File: config.mk
export PLATFORM = sky130hd
export DESIGN_NAME = apb_master_bridge
export DESIGN_NICKNAME = d
export VERILOG_FILES = /design/src/rtl/apb_master_bridge.sv
export SDC_FILE = /design/constraint.sdc
export NUM_CORES = 1
export LEC_CHECK = 0
export ABC_AREA = 0
export ABC_CLOCK_PERIOD_IN_PS = 2600
export CORE_ASPECT_RATIO = 0.9
export CORE_UTILIZATION = 41
export DETAILED_ROUTE_END_ITERATION = 8
export PLACE_DENSITY = 0.89
export SLEW_MARGIN = 20
export SYNTH_ARGS = -nofsm -noshare
export SYNTH_HDL_FRONTEND = slang
export SYNTH_SLANG_ARGS = --single-unit
File: constraint.sdc
create_clock -name apb_clk_in -period 2.6 [get_ports apb_clk_in]
set_input_delay 0.39 -clock apb_clk_in [delete_from_list [all_inputs] [get_ports apb_clk_in]]
set_output_delay 0.39 -clock apb_clk_in [all_outputs]
set_load 0.1 [all_outputs]
File: src/rtl/apb_master_bridge.sv
// Single-outstanding command-to-APB master bridge.
// It includes an ACCESS wait timeout and a held response handshake.
module apb_master_bridge #(
  parameter int APB_ADDR_WIDTH = 32,
  parameter int APB_DATA_WIDTH = 32,
  parameter int TIMEOUT_CYCLES = 16
) (
  input  logic                      apb_clk_in,
  input  logic                      apb_rst_in,
  // command
  input  logic                      cmd_valid_in,
  output logic                      cmd_ready_out,
  input  logic                      cmd_write_in,
  input  logic [APB_ADDR_WIDTH-1:0] cmd_addr_in,
  input  logic [APB_DATA_WIDTH-1:0] cmd_wdata_in,
  // response
  output logic                      rsp_valid_out,
  input  logic                      rsp_ready_in,
  output logic [APB_DATA_WIDTH-1:0] rsp_rdata_out,
  output logic                      rsp_slverr_out,
  output logic                      rsp_timeout_out,
  // APB
  output logic [APB_ADDR_WIDTH-1:0] apb_addr_out,
  output logic                      apb_psel_out,
  output logic                      apb_penable_out,
  output logic                      apb_write_out,
  output logic [APB_DATA_WIDTH-1:0] apb_wdata_out,
  input  logic [APB_DATA_WIDTH-1:0] apb_rdata_in,
  input  logic                      apb_ready_in,
  input  logic                      apb_slverr_in
);

  typedef enum logic [1:0] {IDLE, SETUP, ACCESS, RESP} state_t;

  typedef struct packed {
    logic [APB_DATA_WIDTH-1:0] rdata;
    logic                      slverr;
    logic                      timeout;
  } rsp_t;

  localparam logic [7:0] TMO    = 8'(TIMEOUT_CYCLES);
  localparam bit         TMO_EN = (TIMEOUT_CYCLES != 0);

  state_t     state;
  logic [7:0] wait_cnt;
  rsp_t       rsp_q;

  assign rsp_rdata_out   = rsp_q.rdata;
  assign rsp_slverr_out  = rsp_q.slverr;
  assign rsp_timeout_out = rsp_q.timeout;

  always_ff @(posedge apb_clk_in) begin
    if (apb_rst_in) begin
      state           <= IDLE;
      wait_cnt        <= '0;
      cmd_ready_out   <= 1'b0;
      rsp_valid_out   <= 1'b0;
      rsp_q           <= '0;
      apb_addr_out    <= '0;
      apb_psel_out    <= 1'b0;
      apb_penable_out <= 1'b0;
      apb_write_out   <= 1'b0;
      apb_wdata_out   <= '0;
    end else begin
      case (state)
        IDLE: begin
          cmd_ready_out <= 1'b1;
          if (cmd_valid_in && cmd_ready_out) begin
            cmd_ready_out <= 1'b0;
            // Misaligned commands are answered locally; the APB bus never sees them.
            if (cmd_addr_in[1:0] != 2'b00) begin
              state         <= RESP;
              rsp_valid_out <= 1'b1;
              rsp_q         <= '{rdata: '0, slverr: 1'b1, timeout: 1'b0};
            end else begin
              state         <= SETUP;
              wait_cnt      <= '0;
              apb_psel_out  <= 1'b1;
              apb_addr_out  <= cmd_addr_in;
              apb_write_out <= cmd_write_in;
              apb_wdata_out <= cmd_wdata_in;
            end
          end
        end
        SETUP: begin
          state           <= ACCESS;
          apb_penable_out <= 1'b1;
        end
        ACCESS: begin
          // A ready on the timeout edge still completes normally.
          if (apb_ready_in) begin
            state           <= RESP;
            apb_psel_out    <= 1'b0;
            apb_penable_out <= 1'b0;
            rsp_valid_out   <= 1'b1;
            rsp_q <= '{rdata:   apb_write_out ? {APB_DATA_WIDTH{1'b0}} : apb_rdata_in,
                       slverr:  apb_slverr_in,
                       timeout: 1'b0};
          end else if (TMO_EN && wait_cnt == TMO) begin
            state           <= RESP;
            apb_psel_out    <= 1'b0;
            apb_penable_out <= 1'b0;
            rsp_valid_out   <= 1'b1;
            rsp_q           <= '{rdata: '0, slverr: 1'b1, timeout: 1'b1};
          end else begin
            wait_cnt <= wait_cnt + 8'd1;
          end
        end
        RESP: begin
          if (rsp_ready_in) begin
            state         <= IDLE;
            rsp_valid_out <= 1'b0;
            cmd_ready_out <= 1'b1;
          end
        end
        default: state <= IDLE;
      endcase
    end
  end

endmodule
# Yosys cells after proc, flatten, opt, wreduce, memory -nomap -nowiden
# Cells that the tools add are included.
# Widths: inputs -> output; s select.
# totals
regBits,113
inputBits,103
out_inout_bits,103
elab_cells,72
# op_classes
n_addsub,1
eq_ne,11
n_mux,32
bitwise_logic,1
reduce_logical,15
# op_table
operator,count
$mux 34,4
$pmux 34 s2,1
$mux 32,1
$mux 8,4
$pmux 8 s2,1
$ne 2x2->1 const B,6
$mux 1,11
$mux 2,5
$reduce_and 5->1,2
$add 8x1->8 const B,1
$eq 8x5->1 const B,1
$pmux 2 s4,1
$reduce_and 4->1,2
$reduce_bool 2->1,4
$pmux 1 s2,3
$reduce_and 3->1,2
$eq 2x2->1 const B,2
$reduce_and 2->1,2
$ne 3x3->1 const B,1
$pmux 1 s3,1
$reduce_bool 3->1,1
$eq 2x1->1 const B,1
$logic_not 2->1,1
$logic_and 1x1->1,1
$not 1->1,1

# Longest topological paths before layout
# logic_depth
depth_word,4
depth_mapped,9
mapped_depth_nobuf,6

# Least setup slack after synthesis
# No wires, ideal clock.
# synth_timing
path_kind,reg2reg
startpoint,reg cmd_ready_out
endpoint,"reg rsp_q, in the netlist rsp_rdata_out[10]"
setup_time_ns,0.069
arrival_time_ns,2.119
t_required_ns,2.531
slack_ns,0.412
stages_incl_launch_ff,6
n_path_buf,1
period_less_slack_ns,2.188
path_cell_list,dfxtp_1 o211ai_1 a21oi_1 clkbuf_1 nand4_1 o21ai_1
# synth_via
elab_chain_cells,3
# synth_rtl
item,line,text
from (decl),12,"output logic cmd_ready_out,"
from (signal assigned),56,cmd_ready_out <= 1'b0;
from (signal assigned),67,cmd_ready_out <= 1'b1;
from (signal assigned),69,cmd_ready_out <= 1'b0;
$logic_and 1x1->1,68,if (cmd_valid_in && cmd_ready_out) begin
$ne 2x2->1 (no source line),n/a,
$reduce_and 4->1 (no source line),n/a,
to (signal assigned),74,"rsp_q <= '{rdata: '0, slverr: 1'b1, timeout: 1'b0};"
to (signal assigned),96,"rsp_q <= '{rdata: apb_write_out ? {APB_DATA_WIDTH{1'b0}} : apb_rdata_in,"
to (signal assigned),104,"rsp_q <= '{rdata: '0, slverr: 1'b1, timeout: 1'b1};"
to (decl),46,rsp_t rsp_q;
# No other way between the ends.
# A chain may end at the register's enable or synchronous reset.

# Worst setup path in the final report
# layout_timing
startpoint,reg state[0]
endpoint,"reg rsp_q, in the netlist rsp_rdata_out[31]"
# layout_via
elab_chain_cells,3
elab_cells_between_ends,8
cone_classes,4 x eq/ne; 1 x mux; 3 x reduce/logical
# layout_rtl
item,line,text
from (decl),44,state_t state;
from (signal assigned),54,state <= IDLE;
from (signal assigned),72,state <= RESP;
from (signal assigned),76,state <= SETUP;
$eq 2x2->1 or $logic_not 2->1 (tied branches),65,case (state)
$ne 3x3->1 (no source line) (tied with other cells),n/a,
$reduce_and 4->1 (no source line),n/a,
# Parallel ways exist; a longest one is shown, timed or not.

==> key figures <==
CTS
  • Cts hold-fix bufs: 0
  • Cts repair resizes: 0
  • Htree depth: 4
  • Skew-Pair Late Insertion Delay: roughly 400 ps
  • Clk sinks: around 110
  • Setup bufs post-CTS: 0
  • Worst-path clk slew: around 50 ps
  • Max Buffers Root-to-Sink: 2
  • Root Buffer: clkbuf_16
  • Num CTS Buffers: 17
  • CTS tree: done

Finish
  • Final #Nets: approximately 850
  • Filler cells: just over 800
  • Share of post-route cells with drive strength above 1: between 10% and 20%
  • Diode count: 0
  • Synthesis-to-finish area growth: 56.3%

Yosys
  • #FFs+latches synth: around 110
  • Async S/R FF share, synth: 0%
  • Most frequent cell after synthesis: nand2_1
  • Gate Count Post-Synth: about 550
  • Number of synthesized flops with an enable pin: 0
  • Mean Syn Cell Area: 8.19 um^2
  • Mapped Nets: between 600 and 700
  • Post-Synthesis Cell Area: between 0.004 and 0.005 mm^2
  • Yosys top cell area share: 50.7%
  • Synth Flop Type: dfxtp_1
  • Register area share after synthesis: 50.7%
  • Dominant cells by area after synthesis: dfxtp_1, nand2_1, a21oi_1, nand2b_1, nand4_1
  • Synth warn: 0
  • Commonest cells post-synth: nand2_1, dfxtp_1, a21oi_1
  • Most area-hungry cell type in the Yosys netlist: dfxtp_1
  • Library cells used by synthesis: 40

Die
  • Initial Util: 42.8%
  • I/O pin count: between 200 and 250
  • Die area: roughly 0.011 mm^2
  • Core area: between 0.01 and 0.015 mm^2
  • Row count: 35
  • Die W: ~110 um
  • Die height: 101 um

Worst setup path
  • Worst Setup Start Kind: flip-flop
  • Flop2flop setup slack: between 300 and 400 ps
  • Critical path peak fanout: 32
  • Req. time, crit path: around 2900 ps
  • CP Data Arrival Time: 2580 ps
  • Setup CP Type: flip-flop to flip-flop
  • Critical Path Sink Type: flip-flop

Power and ir drop
  • Peak VDD IR: just over 0.0005 V
  • Pwr dens: between 800 and 900 mW/mm^2
  • Net Switching: around 2.2 mW
  • Final Power: 6.18 mW
  • Power share of the combinational group: between 20% and 30%
  • Sequential share of power: a little under a third
  • Pint: between 3 and 4 mW
  • Clock power frac: roughly 40%
  • Sw frac: between 30% and 40%
  • LEAKAGE: roughly 2.7 nW

Worst hold path
  • Worst hold path class: input pin to flip-flop

Detailed routing
  • Post-Route WL: 13300 um
  • Drt first pass iters: 7
  • Via density: 5.22
  • Top sig layer: met4
  • Remaining routing DRC violations: 17
  • Via count: between 4000 and 5000
  • Met2 WL post-DR: between 6000 and 7000 um
  • WL met1: approximately 5400 um
  • Detailed router's first-iteration violation count: around 350
  • DR WL met3: about 1200 um
  • Wirelength per Cell: between 15 and 20 um
  • Final ANT Viol Nets: 0

Place
  • Input/output buffers: between 200 and 250
  • GPL Wtd Cong: roughly 0.84
  • Post-DP HPWL: 9350 um

STA
  • Final Cycle Share: roughly 87%
  • Slew Viols, Final: 0
  • Least-Margin Pin Slew: 830 ps
  • Setup TNS: 0 ps
  • Final setup viols: 0
  • RSZ-0062 raised after global routing: no
  • Clock Skews: approximately 7.5 ps
  • Final Hold Fails: 0
  • Fin crit period: around 2300 ps
  • Fmax: 0.443 GHz
  • Slew headroom: 44.5%

GRT
  • Initial antenna violation count: 0
  • Overall Global Routing Usage: 23.1%
  • Grt ovf: 0
  • Largest net degree at the start of global routing: between 50 and 60
  • Vias in the first global route: between 4000 and 5000
  • First-pass GRT wire length: between 20000 and 25000 um

Run status
  • Violated checks: design-rule violations
  • Outcome: finished with violations

Flow run
  • Max Cap Violations: 0
[worst max-delay path, cell delays in order (launching register included)]
cell	delay [ps]
dfxtp_1	330
inv_1	80
ha_1	330
nor2b_1	340
a21boi_1	560
nor3_4	90
buf_4	260
o21ai_0	200
[layer usage]
metal	vias to the layer above	track usage, %
met5	-	0
met4	0	10.9
met1	2102	25.7
li1	2263	-
met3	20	7.94
met2	205	39.9
[path summary, 6_finish.rpt]
path / start / endpoint / cells after the start
worst max-delay path: state[0]$_SDFFE_PP0P_ / rsp_rdata_out[31]$_SDFFE_PP0P_ / 7
worst min-delay path: apb_rst_in / rsp_slverr_out$_SDFFE_PP0P_ / 2
worst max register to register: state[0]$_SDFFE_PP0P_ / rsp_rdata_out[31]$_SDFFE_PP0P_ / 7
worst min register to register: apb_addr_out[29]$_SDFFE_PP0P_ / apb_addr_out[29]$_SDFFE_PP0P_ / 2
[power by group through the flow]
stage / Clock [mW] / Sequential (mW) / Combinational (mW)
6_report: 2.45 / 1.91 / 1.82
5_1_grt: 2.59 / 1.92 / 1.92
4_1_cts: 2.49 / 1.90 / 1.82
3_5_place_dp: 0 / 1.94 / 1.81
3_3_place_gp: 0 / 1.93 / 1.77
2_1_floorplan: 0 / 2.55 / 0.720
[cells by family (layout without fill, tap and decap cells)]
logic type,count (synthesis),after routing,share of synthesized area [%]
simple gates,240,240,26.3
flops,113,113,50.7
fa+ha+maj,5,5,1.40
buf+inv,48,254,4.71
compound gates,139,139,16.9
[through the flow]
stage	hold WS [ps]	setup WS, ps	cells	cell area, um^2	utilization [%]
after floorplan	468	412	545	4460	-
after global placement	442	386	848	6330	60.8
after detailed placement	447	245	848	6340	60.8
after CTS	194	358	880	6970	66.9
after global routing	192	194	880	6970	66.9
final	210	343	880	6970	66.9
[flip-flops by register name, indices dropped and copies added, names as in the netlist]
signal / flops
apb_psel_out: 1
apb_wdata_out: 32
wait_cnt: 8
apb_addr_out: 32
rsp_slverr_out: 1
rsp_valid_out: 1
apb_penable_out: 1
rsp_timeout_out: 1
state: 2
rsp_rdata_out: 32
apb_write_out: 1
cmd_ready_out: 1
[final cells by class]
class                   count  area [um^2]  area share [%]
flip-flops and latches    113         2260            32.4
multi-input cells         384         2020            29.0
repair buffers            215         1870            26.8
clock buffers              23          478            6.85
well taps                 129          161            2.31
clock inverters             9          154            2.21
inverters                   7         26.3           0.377
[cells in the final DEF (no fill, tap or decap), types with 5 or more instances in the layout]
| master | count |
|---|---|
| nand2b_1 | 33 |
| o21ai_1 | 30 |
| nand3_1 | 6 |
| a21oi_1 | 77 |
| nand4_1 | 33 |
| inv_1 | 7 |
| dfxtp_1 | 113 |
| nor2_1 | 6 |
| o31ai_1 | 5 |
| o21ai_0 | 8 |
| buf_4 | 114 |
| a21boi_1 | 5 |
| clkbuf_16 | 17 |
| clkdlybuf4s50_1 | 101 |
| nand2_1 | 135 |
| ha_1 | 5 |
(Power assumes the default switching activity.)
